**src/rtl/key_pkg.sv**
```systemverilog
// rtl/key_pkg.sv - shared state encoding and default timing for the key scanner
package key_pkg;

    typedef enum logic [1:0] {
        IDLE       = 2'd0,
        PRESS_DB   = 2'd1,
        HELD       = 2'd2,
        RELEASE_DB = 2'd3
    } key_state_t;

    // 20 ms debounce and 1 s long-press at 50 MHz
    localparam int DEB_CYC_DEF  = 1_000_000;
    localparam int LONG_CYC_DEF = 50_000_000;

endpackage

```
**src/rtl/key_filter.sv**
```systemverilog
// rtl/key_filter.sv - synchronizer, debounce FSM and long-press timer for one key
module key_filter
    import key_pkg::*;
#(
    parameter int DEB_CYC  = DEB_CYC_DEF,
    parameter int LONG_CYC = LONG_CYC_DEF
) (
    input  logic sys_clk,
    input  logic sys_res,
    input  logic key_n,
    output logic key_value,
    output logic key_press,
    output logic key_release,
    output logic key_long
);

    localparam int DEB_W  = (DEB_CYC > 1) ? $clog2(DEB_CYC) : 1;
    localparam int HOLD_W = (LONG_CYC > 1) ? $clog2(LONG_CYC) : 1;
    localparam logic [DEB_W-1:0]  DEB_LAST  = DEB_W'(DEB_CYC - 1);
    localparam logic [HOLD_W-1:0] HOLD_LAST = HOLD_W'(LONG_CYC - 1);

    logic              sync_a;
    logic              sync_b;
    logic              ps;
    key_state_t        state;
    key_state_t        state_nx;
    logic [DEB_W-1:0]  deb_cnt;
    logic [HOLD_W-1:0] hold_cnt;
    logic              deb_done;
    logic              hold_full;
    logic              long_done;
    logic              press_nx;
    logic              release_nx;
    logic              long_nx;
    logic              value_nx;

    // Flops reset to 1 so a key held through reset is seen as a fresh press
    always_ff @(posedge sys_clk or posedge sys_res) begin
        if (sys_res) begin
            sync_a <= 1'b1;
            sync_b <= 1'b1;
        end else begin
            sync_a <= key_n;
            sync_b <= sync_a;
        end
    end

    assign ps        = ~sync_b;
    assign deb_done  = (deb_cnt == DEB_LAST);
    assign hold_full = (hold_cnt == HOLD_LAST);

    always_ff @(posedge sys_clk or posedge sys_res) begin
        if (sys_res) begin
            state <= IDLE;
        end else begin
            state <= state_nx;
        end
    end

    always_comb begin
        state_nx = state;
        case (state)
            IDLE: begin
                if (ps) state_nx = PRESS_DB;
            end
            PRESS_DB: begin
                if (!ps)          state_nx = IDLE;
                else if (deb_done) state_nx = HELD;
            end
            HELD: begin
                if (!ps) state_nx = RELEASE_DB;
            end
            RELEASE_DB: begin
                if (ps)            state_nx = HELD;
                else if (deb_done) state_nx = IDLE;
            end
            default: state_nx = IDLE;
        endcase
    end

    // A bounce back to HELD never carries a long pulse; it fires a cycle later instead
    always_comb begin
        press_nx   = (state == PRESS_DB) && ps && deb_done;
        release_nx = (state == RELEASE_DB) && !ps && deb_done;
        long_nx    = hold_full && !long_done &&
                     ((state == HELD) || ((state == RELEASE_DB) && !ps));
        value_nx   = (state_nx == HELD) || (state_nx == RELEASE_DB);
    end

    always_ff @(posedge sys_clk or posedge sys_res) begin
        if (sys_res) begin
            deb_cnt <= '0;
        end else if (state_nx != state) begin
            deb_cnt <= '0;
        end else if (((state == PRESS_DB) || (state == RELEASE_DB)) && !deb_done) begin
            deb_cnt <= deb_cnt + 1'b1;
        end
    end

    // Hold time keeps accumulating through release bounce so a long press is not lost
    always_ff @(posedge sys_clk or posedge sys_res) begin
        if (sys_res) begin
            hold_cnt  <= '0;
            long_done <= 1'b0;
        end else if ((state == PRESS_DB) && (state_nx == HELD)) begin
            hold_cnt  <= '0;
            long_done <= 1'b0;
        end else if (state_nx == IDLE) begin
            hold_cnt  <= '0;
            long_done <= 1'b0;
        end else if ((state == HELD) || (state == RELEASE_DB)) begin
            if (!hold_full) hold_cnt <= hold_cnt + 1'b1;
            if (long_nx)    long_done <= 1'b1;
        end
    end

    always_ff @(posedge sys_clk or posedge sys_res) begin
        if (sys_res) begin
            key_value   <= 1'b0;
            key_press   <= 1'b0;
            key_release <= 1'b0;
            key_long    <= 1'b0;
        end else begin
            key_value   <= value_nx;
            key_press   <= press_nx;
            key_release <= release_nx;
            key_long    <= long_nx;
        end
    end

endmodule

```
**src/rtl/key_scan.sv**
```systemverilog
// rtl/key_scan.sv - four independent debounced keys with press/release/long pulses
module key_scan
    import key_pkg::*;
#(
    parameter int DEB_CYC  = DEB_CYC_DEF,
    parameter int LONG_CYC = LONG_CYC_DEF
) (
    input  logic       sys_clk,
    input  logic       sys_res,
    input  logic [3:0] key_n,
    output logic [3:0] key_value,
    output logic [3:0] key_press,
    output logic [3:0] key_release,
    output logic [3:0] key_long
);

    for (genvar k = 0; k < 4; k++) begin : g_key
        key_filter #(
            .DEB_CYC  (DEB_CYC),
            .LONG_CYC (LONG_CYC)
        ) u_filter (
            .sys_clk     (sys_clk),
            .sys_res     (sys_res),
            .key_n       (key_n[k]),
            .key_value   (key_value[k]),
            .key_press   (key_press[k]),
            .key_release (key_release[k]),
            .key_long    (key_long[k])
        );
    end

endmodule

```
**config.mk**
```make
export PLATFORM = sky130hd
export DESIGN_NAME = key_scan
export DESIGN_NICKNAME = d
export VERILOG_FILES = /design/src/rtl/key_pkg.sv /design/src/rtl/key_filter.sv /design/src/rtl/key_scan.sv
export SDC_FILE = /design/constraint.sdc
export NUM_CORES = 1
export LEC_CHECK = 0
export BUFFER_PORTS_ARGS = -buffer_cell sky130_fd_sc_hd__buf_2
export CAP_MARGIN = 15
export CORE_UTILIZATION = 55
export CTS_BUF_LIST = sky130_fd_sc_hd__clkbuf_16
export CTS_CLUSTER_SIZE = 24
export DETAILED_ROUTE_END_ITERATION = 16
export GPL_ROUTABILITY_DRIVEN = 1
export PLACE_DENSITY = 0.69
export SLEW_MARGIN = 20
export SYNTH_ARGS = -nofsm -noshare
export SYNTH_HDL_FRONTEND = slang
export SYNTH_SLANG_ARGS = --single-unit
```
**constraint.sdc**
```tcl
create_clock -name sys_clk -period 11.2 [get_ports sys_clk]
set_clock_uncertainty 0.15 [all_clocks]
set_input_delay 1.68 -clock sys_clk [delete_from_list [all_inputs] [get_ports sys_clk]]
set_output_delay 1.68 -clock sys_clk [all_outputs]
set_load 0.03 [all_outputs]
```
# == Word-level counts from Yosys, hierarchy flattened ==
# Index checks and enable logic that the tools add are counted.
# Widths: inputs -> output; s select.
# word_totals
inputBits,6
out_inout_bits,16
ff_bits,220
word_cells,240
# op_classes
n_reduce_logical,84
n_eq_ne,36
n_mux,68
n_addsub,8
bitwise_logic,4
# op_table
cell,count
$mux 26,16
$mux 20,8
$add 26x1->26 const B,4
$eq 26x26->1 const B,4
$add 20x1->20 const B,4
$eq 20x20->1 const B,4
$mux 2,24
$eq 2x2->1 const B,16
$logic_and 1x1->1,32
$pmux 2 s4,4
$reduce_bool 3->1,8
$logic_not 2->1,8
$logic_or 1x1->1,16
$mux 1,16
$reduce_and 2->1,8
$ne 3x3->1 const B,4
$eq 2x1->1 const B,4
$logic_not 1->1,8
$ne 2x2->1,4
$reduce_bool 2->1,4
$not 1->1,4

# == Longest topological paths before layout ==
# depth
ltp_word,8
mapped_depth,10
mapped_depth_nobuf,7

# == Modules after synthesis ==
# A second synthesis with hierarchy kept.
# hier_totals
cells_unflattened,1155
area_unflattened_um2,11503.5
# modules_own_cells
mod,cells_per_inst,instances,area_each_um2,seq_area_each_um2
key_filter (g_key[0].u_filter ...),289,3,2899.0,1378.8
key_filter (g_key[3].u_filter),288,1,2806.4,1378.8

# == Least setup slack after synthesis ==
# No wires, ideal clock.
# synth_path
kind,register -> register
startpoint,register g_key[3].u_filter.hold_cnt[0]
endpoint,register g_key[3].u_filter.hold_cnt[22]
t_required_ns,10.972
arrival_time_ns,2.262
slack_ns,8.710
n_path_buf,1
setup_ns,0.078
period_less_slack_ns,2.490
stages_incl_launch_ff,9
path_cell_list,dfrtp_1 ha_1 nand3_2 or2_1 buf_6 or3_4 or4_4 or3_1 a21oi_1
# synth_via
elab_chain_cells,5
elab_cells_between_ends,8
classes_between,add/sub: 1; eq/ne: 2; mux: 4; reduce/logical: 1
# synth_lines
item,line_no,text
start: declaration,key_filter.sv:28,logic [HOLD_W-1:0] hold_cnt;
start signal: assignment,key_filter.sv:112,if (!hold_full) hold_cnt <= hold_cnt + 1'b1;
$add 26x1->26,key_filter.sv:112,
$mux 26,key_filter.sv:112,
$mux 26,key_filter.sv:111,end else if ((state == HELD) || (state == RELEASE_DB)) begin
$mux 26,key_filter.sv:108,end else if (state_nx == IDLE) begin
$mux 26,key_filter.sv:105,end else if ((state == PRESS_DB) && (state_nx == HELD)) begin
# Parallel ways exist; a longest one is shown, timed or not. The select of a mux whose other input is x is not followed.
# A chain may end at the register's enable or synchronous reset.

# == Worst setup path after layout ==
# layout_path
startpoint,register g_key[0].u_filter.deb_cnt[0]
endpoint,register g_key[0].u_filter.hold_cnt[11]
# layout_via
elab_chain_cells,8
elab_cells_between_ends,14
classes_between,eq/ne: 3; mux: 7; reduce/logical: 4
# layout_lines
item,line_no,text
start: declaration,key_filter.sv:27,logic [DEB_W-1:0] deb_cnt;
start signal: assignment,key_filter.sv:96,deb_cnt <= deb_cnt + 1'b1;
$eq 20x20->1 *,key_filter.sv:49,assign deb_done = (deb_cnt == DEB_LAST);
$mux 2 (on tied branches),"key_filter.sv:75, key_filter.sv:68",
$mux 2 (on tied branches),"key_filter.sv:74, key_filter.sv:67",
$pmux 2 s4 *,key_filter.sv:62,case (state)
$eq 2x2->1,key_filter.sv:105,
$logic_and 1x1->1,key_filter.sv:105,
$ne 3x3->1 (no source line) or $reduce_bool 3->1 (tied branches),--,
$reduce_and 2->1 (no source line),--,
end signal: assignment,key_filter.sv:112,
end: declaration,key_filter.sv:28,
# Every way passes the cells marked *; elsewhere a longest branch is shown, timed or not.

==> flow_summary.ini <==
[power]
combPwrFrac = 0.028
p_sw_frac = 0.2176
power.density_mw_per_mm2 = 135.8
power.static_leakage_nw = 5.020
clock_power_share = 0.479
pwr-share-seq = 0.493
switchingPower_uw = 357.3
internal-power_mw = 1.285
peakVddDrop_mv = 0.1311

[status]
outcome = completed

[worst_setup_path]
path_max_fanout = 14
critPathLaunchType = flop
critPathCaptureType = flop
cpPeakStageDelay_ps = 840
path_buf_inv = 0
cp_slowest_cell = o211ai_1
critical_path.cell_chain = ha_1 > nor4bb_1 > nand3_1 > o211ai_1 > o31ai_2 > or4_1 > a21oi_1
critPathArrivalTime_ps = 3520
crit_family = compound AO/OA/AOI/OAI gates
worstSetupPathType = flop to flop
critPathRequiredTime_ps = 11460

[clocking]
cts_made_buffers = 25
cts_hold_buf = 0
cts_max_level = 1
cts_resized = 0
cts-root-buf = clkbuf_16
clkTransAtPathRegs_ps = 50
cts_tree = yes
cts.sinks = 220
clock_latency_ps = 520
cts.path.max_buffers = 3
post_cts_buffers = 0

[sta]
whs_ps = 204.2
finalCriticalPeriod_ps = 3259
finalSetupViolations = 0
fin_crit_sh = 0.2910
finalHoldViolCount = 0
rsz0062_at_grt = no
setup_tns_ps = 0
maxSlewViolCount = 0
slew_headroom = 0.2985
tightest_slew_ps = 1048
max_freq_ghz = 0.3068
setup_ws_ps = 7941

[placement]
dpl.hpwl_um = 13560
portBuffers = 21
place_congestion = 0.8181
dpl_worst_slack_ps = 7504
placed_area_mm2 = 0.01128

[grt]
grt_max_degree = 153
busiest_layer = met2
antenna_found_initial = 0
track_usage = 0.2169
grt_use_met2 = 0.3552
grt_pass1_wl_um = 37160
use_met1 = 0.3034
grt.met3_usage = 0.03166
grt_pass1_vias = 7994
grt_overflow = 0

[synth]
synthCells = 1169
ys.warnings.count = 0
synthArstFlopShare = 1.000
avgSynthCellArea_um2 = 9.470
ys_ff_latch = 220
yosysUniqueCellTypes = 65
syn_area_mm2 = 0.01107
syn_nets = 1183
synth_edf_count = 0
ys.flop_type = dfrtp_1
yosysSeqAreaShare = 0.4982

[final_layout]
final_cell_mix = dfrtp_1 (212), nor2_1 (183), nand2_1 (102)
fillers = 1662
syn_to_final_growth_pct = 9.222
final_common_cell = dfrtp_1
nets = 1188
final_area_mm2 = 0.01209
antenna_cells = 0
drive_gt1_frac = 0.07634

[detailed_routing]
vias_per_cell = 5.637
drcViolationCount = 0
vias = 8213
postRouteAntennaNets = 0
routedWlPerCell_um = 14.47
wirelength_um = 21090
drt_first_pass_iters = 5
drtIter0Drc = 487

[hold_path]
min_path_type = flop to flop

[floorplan]
num_io_pins = 22
start_util = 0.5651
die_w_um = 143.9
die_y_um = 143.9
dieArea_mm2 = 0.02070
core_mm2 = 0.01959
num_rows = 51

[job]
drv_cap = 0
==> stage by stage <==
stage	instances	power, mW	utilization
finish	1457	1.642	0.6172
floorplan	1169	0.8583	-
global route	1457	1.707	0.6172
CTS	1457	1.665	0.6167
global placement	1412	0.8704	0.5760
detailed placement	1412	0.8711	0.5760
==> cell type report <==
type / count / area (µm²) / area share
Multi-Input combinational cell: 884 / 5240 / 0.4334
Clock inverter: 20 / 171.4 / 0.01418
Inverter: 20 / 87.58 / 0.007243
Tap cell: 265 / 331.6 / 0.02742
Timing Repair Buffer: 23 / 120.1 / 0.009934
Sequential cell: 220 / 5515 / 0.4561
Clock buffer: 25 / 625.6 / 0.05174
==> power groups by stage <==
stage | sequential [mW] | clock (mW) | combinational (mW)
after floorplan | 0.821 | 0 | 0.0375
after global placement | 0.823 | 0 | 0.0476
after detailed placement | 0.823 | 0 | 0.0480
after CTS | 0.809 | 0.808 | 0.0483
after global routing | 0.810 | 0.843 | 0.0543
final | 0.809 | 0.787 | 0.0463
==> layer usage <==
metal,vias to the layer above,share of wire
met5,-,0
met4,0,0.016
met3,27,0.026
met2,82,0.47
met1,3985,0.49
li1,4119,-
==> logic make-up (layout without fill, tap and decap cells) <==
kind of cell	Yosys count	count (layout)	share of synthesized area
simple gates	604	604	0.2790
flops	220	220	0.4982
compound gates	136	136	0.07606
xor+xnor	132	132	0.1044
buf+inv	65	88	0.02927
fa+ha+maj	9	9	0.009946
mux	3	3	0.003051
==> Yosys cell counts (all sizes together), types with 3 or more instances <==
| master | number | area, µm² |
|---|---|---|
| nand3 | 71 | 360.3 |
| or2 | 7 | 43.80 |
| nor4bb | 4 | 40.04 |
| nor4b | 8 | 70.07 |
| or4 | 15 | 120.1 |
| a21o | 4 | 30.03 |
| and3 | 32 | 200.2 |
| clkbuf | 21 | 78.83 |
| o21ai | 46 | 230.2 |
| nor4 | 21 | 131.4 |
| inv | 20 | 75.07 |
| dfstp | 8 | 210.2 |
| nand4 | 44 | 275.3 |
| a22o | 9 | 78.83 |
| ha | 8 | 100.1 |
| dfrtp | 212 | 5305 |
| xor2 | 78 | 683.2 |
| mux2 | 3 | 33.78 |
| a21oi | 41 | 205.2 |
| buf | 24 | 170.2 |
| xnor2 | 54 | 473.0 |
| nor2 | 184 | 693.2 |
| nor3 | 36 | 190.2 |
| and4 | 15 | 131.4 |
| and2 | 7 | 43.79 |
| or4b | 3 | 30.03 |
| a31oi | 3 | 18.77 |
| or3 | 31 | 198.9 |
| nand2 | 102 | 382.9 |
| o31ai | 10 | 80.07 |
| o21a | 3 | 22.52 |
| nor2b | 12 | 75.07 |
| nand3b | 3 | 22.52 |
| nand4b | 3 | 26.28 |
==> state kept, by name (all words and copies together) (netlist names) <==
register / count
g_key.u_filter.key_release: 4
g_key.u_filter.sync_a: 4
g_key.u_filter.key_press: 4
g_key.u_filter.key_long: 4
g_key.u_filter.sync_b: 4
g_key.u_filter.hold_cnt: 104
g_key.u_filter.key_value: 4
g_key.u_filter.state: 8
g_key.u_filter.deb_cnt: 80
g_key.u_filter.long_done: 4
==> final timing paths <==
| kind | start | endpoint | slack [ps] | cells past startpoint |
|---|---|---|---|---|
| worst max-delay path | g_key[0].u_filter.deb_cnt[0]$_DFFE_PP0P_ | g_key[0].u_filter.hold_cnt[11]$_DFFE_PP0P_ | 7940 | 7 |
| max in group asynchronous | sys_res | g_key[1].u_filter.hold_cnt[12]$_DFFE_PP0P_ | 8340 | 3 |
| min in group asynchronous | sys_res | g_key[3].u_filter.deb_cnt[15]$_DFFE_PP0P_ | 1140 | 2 |
| worst min-delay path | g_key[0].u_filter.sync_a$_DFF_PP1_ | g_key[0].u_filter.sync_b$_DFF_PP1_ | 200 | 0 |
| worst min register to register | g_key[0].u_filter.sync_a$_DFF_PP1_ | g_key[0].u_filter.sync_b$_DFF_PP1_ | 200 | 0 |
| worst max register to register | g_key[0].u_filter.deb_cnt[0]$_DFFE_PP0P_ | g_key[0].u_filter.hold_cnt[11]$_DFFE_PP0P_ | 7940 | 7 |
==> worst register-to-register path, delay by kind of cell, from the launching register on <==
| kind | cells | cell delay (ps) |
|---|---|---|
| fa+ha+maj | 1 | 230 |
| compound gates | 3 | 1400 |
| simple gates | 3 | 1000 |
| flops | 1 | 390 |
(Power assumes the default switching activity.)
